$ cat src/rtl/maze_pkg.sv
// Shared constants and types for the maze ROM datapath: ROM geometry,
// read-owner tags and arbitration states.
package maze_pkg;

    localparam int MAZE_ROM_ADDR_W = 11;
    localparam int MAZE_ROM_DATA_W = 16;

    typedef enum logic [1:0] {
        OWN_NONE = 2'd0,
        OWN_DISP = 2'd1,
        OWN_CTRL = 2'd2
    } rom_owner_t;

    typedef enum logic {
        PRIO_D = 1'b0,
        PRIO_C = 1'b1
    } arb_state_t;

endpackage

$ cat src/rtl/rom_read_tracker.sv
// Follows each issued ROM read with an owner tag and, when the tag leaves the
// pipeline, captures the ROM word into the owning port's registered outputs.
module rom_read_tracker
    import maze_pkg::*;
#(
    parameter int DATA_W = MAZE_ROM_DATA_W,
    parameter int DEPTH  = 2
) (
    input  logic              clk,
    input  logic              rst,
    input  logic [1:0]        owner_i,
    input  logic [DATA_W-1:0] rom_data_i,
    output logic              d_rvalid_o,
    output logic [DATA_W-1:0] d_rdata_o,
    output logic              c_rvalid_o,
    output logic [DATA_W-1:0] c_rdata_o
);

    rom_owner_t        tag_q [DEPTH];
    rom_owner_t        tag_d [DEPTH];
    logic              d_rvalid_q, d_rvalid_d;
    logic              c_rvalid_q, c_rvalid_d;
    logic [DATA_W-1:0] d_rdata_q, d_rdata_d;
    logic [DATA_W-1:0] c_rdata_q, c_rdata_d;

    always_comb begin
        tag_d[0] = rom_owner_t'(owner_i);
        for (int i = 1; i < DEPTH; i++) begin
            tag_d[i] = tag_q[i-1];
        end
    end

    // The last tag stage lines up with the cycle the ROM word is valid.
    always_comb begin
        d_rvalid_d = (tag_q[DEPTH-1] == OWN_DISP);
        c_rvalid_d = (tag_q[DEPTH-1] == OWN_CTRL);
        d_rdata_d  = d_rvalid_d ? rom_data_i : d_rdata_q;
        c_rdata_d  = c_rvalid_d ? rom_data_i : c_rdata_q;
    end

    always_ff @(posedge clk) begin
        if (!rst) begin
            for (int i = 0; i < DEPTH; i++) begin
                tag_q[i] <= OWN_NONE;
            end
            d_rvalid_q <= 1'b0;
            c_rvalid_q <= 1'b0;
            d_rdata_q  <= '0;
            c_rdata_q  <= '0;
        end else begin
            for (int i = 0; i < DEPTH; i++) begin
                tag_q[i] <= tag_d[i];
            end
            d_rvalid_q <= d_rvalid_d;
            c_rvalid_q <= c_rvalid_d;
            d_rdata_q  <= d_rdata_d;
            c_rdata_q  <= c_rdata_d;
        end
    end

    assign d_rvalid_o = d_rvalid_q;
    assign d_rdata_o  = d_rdata_q;
    assign c_rvalid_o = c_rvalid_q;
    assign c_rdata_o  = c_rdata_q;

endmodule

$ cat src/rtl/maze_rom_arbiter.sv
// Shares one maze ROM port between the display renderer (D) and maze controller (C).
// Define MAZE_ROM_AGING_EN to let a long-waiting controller win one grant over D.
//
// state  | meaning
// PRIO_D | display has priority; controller wait cycles are counted
// PRIO_C | controller promoted for exactly one handshake
module maze_rom_arbiter
    import maze_pkg::*;
#(
    parameter int ADDR_W      = MAZE_ROM_ADDR_W,
    parameter int DATA_W      = MAZE_ROM_DATA_W,
    parameter int ROM_LATENCY = 1,
    parameter int AGE_MAX     = 15
) (
    input  logic              clk,
    input  logic              rst,
    input  logic              i_d_req,
    input  logic [ADDR_W-1:0] i_d_addr,
    output logic              o_d_gnt,
    output logic              o_d_rvalid,
    output logic [DATA_W-1:0] o_d_rdata,
    input  logic              i_c_req,
    input  logic [ADDR_W-1:0] i_c_addr,
    output logic              o_c_gnt,
    output logic              o_c_rvalid,
    output logic [DATA_W-1:0] o_c_rdata,
    output logic              o_rom_en,
    output logic [ADDR_W-1:0] o_rom_addr,
    input  logic [DATA_W-1:0] i_rom_data
);

    logic              promote;
    logic              d_hs;
    logic              c_hs;
    logic [1:0]        issue_owner;
    logic              rom_en_q, rom_en_d;
    logic [ADDR_W-1:0] rom_addr_q, rom_addr_d;

    assign o_d_gnt = i_d_req & ~promote;
    assign o_c_gnt = i_c_req & (~i_d_req | promote);
    assign d_hs    = i_d_req & o_d_gnt;
    assign c_hs    = i_c_req & o_c_gnt;

`ifdef MAZE_ROM_AGING_EN
    localparam int CNT_W = (AGE_MAX < 1) ? 1 : $clog2(AGE_MAX + 1);
    localparam logic [CNT_W-1:0] AGE_LIMIT = CNT_W'(AGE_MAX);

    arb_state_t       state_q, state_d;
    logic [CNT_W-1:0] wait_cnt_q, wait_cnt_d;

    always_ff @(posedge clk) begin
        if (!rst) begin
            state_q    <= PRIO_D;
            wait_cnt_q <= '0;
        end else begin
            state_q    <= state_d;
            wait_cnt_q <= wait_cnt_d;
        end
    end

    always_comb begin
        state_d    = state_q;
        wait_cnt_d = wait_cnt_q;
        promote    = (state_q == PRIO_C);

        if (!i_c_req || c_hs) begin
            wait_cnt_d = '0;
        end else if (wait_cnt_q != AGE_LIMIT) begin
            wait_cnt_d = wait_cnt_q + CNT_W'(1);
        end

        case (state_q)
            PRIO_D: begin
                if (i_c_req && (wait_cnt_q == AGE_LIMIT)) begin
                    state_d = PRIO_C;
                end
            end
            PRIO_C: begin
                // Leave after a single controller grant so D stalls at most once.
                if (c_hs || !i_c_req) begin
                    state_d = PRIO_D;
                end
            end
            default: state_d = PRIO_D;
        endcase
    end
`else
    logic unused_age_max;

    assign promote        = 1'b0;
    assign unused_age_max = ^AGE_MAX;
`endif

    always_comb begin
        rom_en_d    = d_hs | c_hs;
        rom_addr_d  = rom_addr_q;
        issue_owner = OWN_NONE;
        if (d_hs) begin
            rom_addr_d  = i_d_addr;
            issue_owner = OWN_DISP;
        end else if (c_hs) begin
            rom_addr_d  = i_c_addr;
            issue_owner = OWN_CTRL;
        end
    end

    always_ff @(posedge clk) begin
        if (!rst) begin
            rom_en_q   <= 1'b0;
            rom_addr_q <= '0;
        end else begin
            rom_en_q   <= rom_en_d;
            rom_addr_q <= rom_addr_d;
        end
    end

    assign o_rom_en   = rom_en_q;
    assign o_rom_addr = rom_addr_q;

    rom_read_tracker #(
        .DATA_W (DATA_W),
        .DEPTH  (ROM_LATENCY + 1)
    ) u_tracker (
        .clk        (clk),
        .rst        (rst),
        .owner_i    (issue_owner),
        .rom_data_i (i_rom_data),
        .d_rvalid_o (o_d_rvalid),
        .d_rdata_o  (o_d_rdata),
        .c_rvalid_o (o_c_rvalid),
        .c_rdata_o  (o_c_rdata)
    );

endmodule
$ cat config.mk
export PLATFORM = sky130hd
export DESIGN_NAME = maze_rom_arbiter
export DESIGN_NICKNAME = d
export VERILOG_FILES = /design/src/rtl/maze_pkg.sv /design/src/rtl/rom_read_tracker.sv /design/src/rtl/maze_rom_arbiter.sv
export SDC_FILE = /design/constraint.sdc
export NUM_CORES = 1
export LEC_CHECK = 0
export BUFFER_PORTS_ARGS = -buffer_cell sky130_fd_sc_hd__buf_2
export CAP_MARGIN = 20
export CORE_MARGIN = 4
export CORE_UTILIZATION = 43
export CTS_BUF_LIST = sky130_fd_sc_hd__clkbuf_2
export CTS_CLUSTER_SIZE = 12
export DETAILED_ROUTE_END_ITERATION = 10
export PLACE_DENSITY = 0.78
export SLEW_MARGIN = 0
export SYNTH_ARGS = -nofsm -noshare
export SYNTH_HDL_FRONTEND = slang
export SYNTH_SLANG_ARGS = --single-unit
$ cat constraint.sdc
create_clock -name clk -period 1.3 [get_ports clk]
set_clock_uncertainty 0.2 [all_clocks]
set_input_delay 0.065 -clock clk [delete_from_list [all_inputs] [get_ports clk]]
set_output_delay 0.065 -clock clk [all_outputs]
set_load 0.005 [all_outputs]
==> impl_results.md <==
- Outcome: finished with violations
- Failing checks: hold timing
- Fin. Hold Viols: 11
- Die area: approximately 5600 sq um
- Share of layout cells above drive strength 1: roughly 33%
- Power density over the cells: 921.8 nW/um^2
- Maximum VDD drop: slightly above 0.0007 V
- First-pass GRT wire length: 8.459 mm
- Critical Path Start Type: flop
- Drt wl/cell: 13.63 um
- Post-route minimum period: ~1.2 ns
- CTS root buffer: clkbuf_2
- Syn nets: 251
- Data arrival time of the critical path: about 1.4 ns
- Max_cap viols: 0
- Net count, final: roughly 390
- Buffers on Ports: about 90
- Reg clk slew, reported paths: 0.24 ns
- Mapped Avg Cell Area: 9.160 sq um
- Tightest Pin Transition: ~0.36 ns
- Drt initial violations: between 100 and 150
- Yosys warns: 0
- Syn Inst Count: between 200 and 250
- Total global-route track usage: 19.70%
- Seq pwr share: 61.2%
- Sum Neg Setup Slack: 0 ns
- Yosys cell types: 18
- Io pins: 90
- Crit-path max FO: 8
- Post-Route WL: 5.399 mm
- CTS Buffer Depth: 2
- Num CTS Buffers: 5
- Post-route DRC: 0
- Leakage power: approximately 1.3 nW
- RSZ-0062 raised after global routing: no
- Final Wtd Congestion: 0.7771
- Logic pwr share: about 16%
- Vias: around 1.9k
- Vias in the first global route: 1859
- WHS: -0.1011 ns
- Most frequent cells after synthesis: nand2_1 (64), dfxtp_1 (50), a21boi_1 (20), a21boi_0 (12)
- Max Fclk: 817.2 MHz
- WS Path Type: reg -> reg
- Post-synthesis sequential area ratio: 52.29%
- Slew Limit Fails: 0
- ANT nets after route: 0
- Setup violators final: 0
- Clk Latency, worst-skew pair: 0.40 ns
- Sw Ratio: approximately a quarter
- Top_reg_cell synth: dfxtp_1
- Initial core utilization: between 40 and 50%
- Placed insts: roughly 340
- Slew HR: 75.82%
- Final Instance Count excl. Fillers: 396
- Ranking of synthesized cells by area: dfxtp_1 (52%), nand2_1 (13%), a21boi_1 (7.8%)
- NetSw: 0.6918 mW
- Synth top area share: 52.29%
- Most common cell in the netlist: nand2_1
- Internal power: slightly below 2 mW
- Post-synth EDFFs: 0
- Worst setup EP type: flop
- Synth-to-Final Area Change: 50.78%
- Ys async rst share: 0%
- Grt ovf: 0
- DR pass1 iterations: 4
- Antenna cell count: 0
- Die H: 74.72 um
- Synth area leader: dfxtp_1
- Largest net degree at the start of global routing: 22
- Htree depth: 2
- Tcrit/Tclk final: 94.13%
- Synthesized area: approximately 1900 sq um
- Vias/cell: 4.735
- Flops & latches, synth: 50
- DP Wirelength: about 3.3 mm
- Core ar.: approximately 4300 sq um
- CTS tree: yes
- Die width: 74.72 um
- Hold/Removal Path Class: in -> reg
- Critical path required time: 1.45 ns
- Initial antenna violation count: 0
- Clock share of power: a little under a quarter
- FILL cells: about 330
- Cell row count: 24
- Post-CTS Hold Buffers: between 40 and 50
- Sink Count: 50
## kinds of logic (layout without fill, tap and decap cells)
kind of cell           after synthesis  in the layout  synth area share, %
AOI/OAI and AO/OA                   55             55                18.69
buffers and inverters               18            152                6.862
DFF                                 50             50                52.29
muxes                               11             11                5.752
and+or+nand+nor                     75             76                16.41
## worst paths after layout
check | startpoint | to | slack [ns] | cells past startpoint
worst max-delay path | u_tracker.tag_q[0][3] | u_tracker.d_rdata_o[5] | 0.08 | 3
worst min-delay path | i_c_req | o_rom_en | -0.10 | 2
worst max register to register | u_tracker.tag_q[0][3] | u_tracker.d_rdata_o[5] | 0.08 | 3
worst min register to register | u_tracker.tag_q[0][1] | u_tracker.tag_q[0][3] | 0.27 | 1
## per-layer routing
layer | GRT usage, % | wire length [um] | up-vias
met5 | 0 | 0 | -
met4 | 5.336 | 80 | 0
met3 | 7.744 | 540 | 10
met2 | 32.20 | 2485 | 82
met1 | 24.28 | 2292 | 826
li1 | - | - | 957
## worst max-delay path, stage by stage (launching register included)
cell	delay, ns
dfxtp_2	0.39
and2b_1	0.37
nand2_1	0.10
a21boi_1	0.11
## per-stage QoR
| step | power [mW] | worst slack (ns) | area, sq um | hold WS, ns | util (%) |
|---|---|---|---|---|---|
| 2_1_floorplan | 1.812 | 0.06842 | 1914 | -0.03498 | - |
| 3_3_place_gp | 1.959 | 0.06669 | 2385 | 0.1195 | 55.15 |
| 3_5_place_dp | 1.967 | 0.01938 | 2385 | 0.1228 | 55.15 |
| 4_1_cts | 2.662 | 0.03536 | 2840 | -0.1288 | 65.68 |
| 5_1_grt | 2.808 | 0.002250 | 2887 | -0.1535 | 66.75 |
| 6_report | 2.661 | 0.07626 | 2887 | -0.1011 | 66.75 |
## layout make-up
class                      count  area, sq um  area share, %
clock buffer                   5        25.02         0.8669
clock inverter                 3        16.27         0.5635
inverter                       1        7.507         0.2601
multi-input combinational    142        798.3          27.65
sequential                    50         1006          34.85
tap                           52        65.06          2.254
timing repair buffer         142        960.9          33.29
timing repair inverter         1        7.507         0.2601
## cell usage in the layout, fill, tap and decap left out, drive strengths merged
cell          Yosys  routed
nor2b             2       2
clkinvlp          0       3
dlymetal6s4s      0       1
nand2            64      64
dfxtp            50      50
mux2i            11      11
and2b             1       2
and2              6       6
o21a              1       1
a21boi           32      32
dlygate4sd3       0      40
buf              10     101
clkinv            0       2
a21oi            11      11
nand2b            2       2
o21ai            11      11
clkbuf            7       5
## repair_timing
| item | 4_1_cts | 5_1_grt |
|---|---|---|
| buffers inserted | 0 | 2 |
| gates resized for setup | 2 | 10 |
| endpoints found under the setup margin | 4 | 22 |
| hold endpoints to repair | 48 | 12 |
| gates cloned | 0 | 2 |
## flip-flops by register name, indices dropped and copies added, names as in the netlist
register,flops
u_tracker.c_rdata_o,16
u_tracker.d_rdata_o,16
o_rom_addr,11
u_tracker.tag_q,4
o_rom_en,1
u_tracker.c_rvalid_o,1
u_tracker.d_rvalid_o,1
## power by group through the flow
stage,Sequential (mW),Combinational [mW],Clock (mW)
finish,1.63,0.426,0.607
detailed placement,1.65,0.313,0
global placement,1.65,0.305,0
CTS,1.63,0.407,0.628
floorplan,1.66,0.153,0
global route,1.64,0.472,0.699
Note: power is estimated with default switching activity, not from simulation.
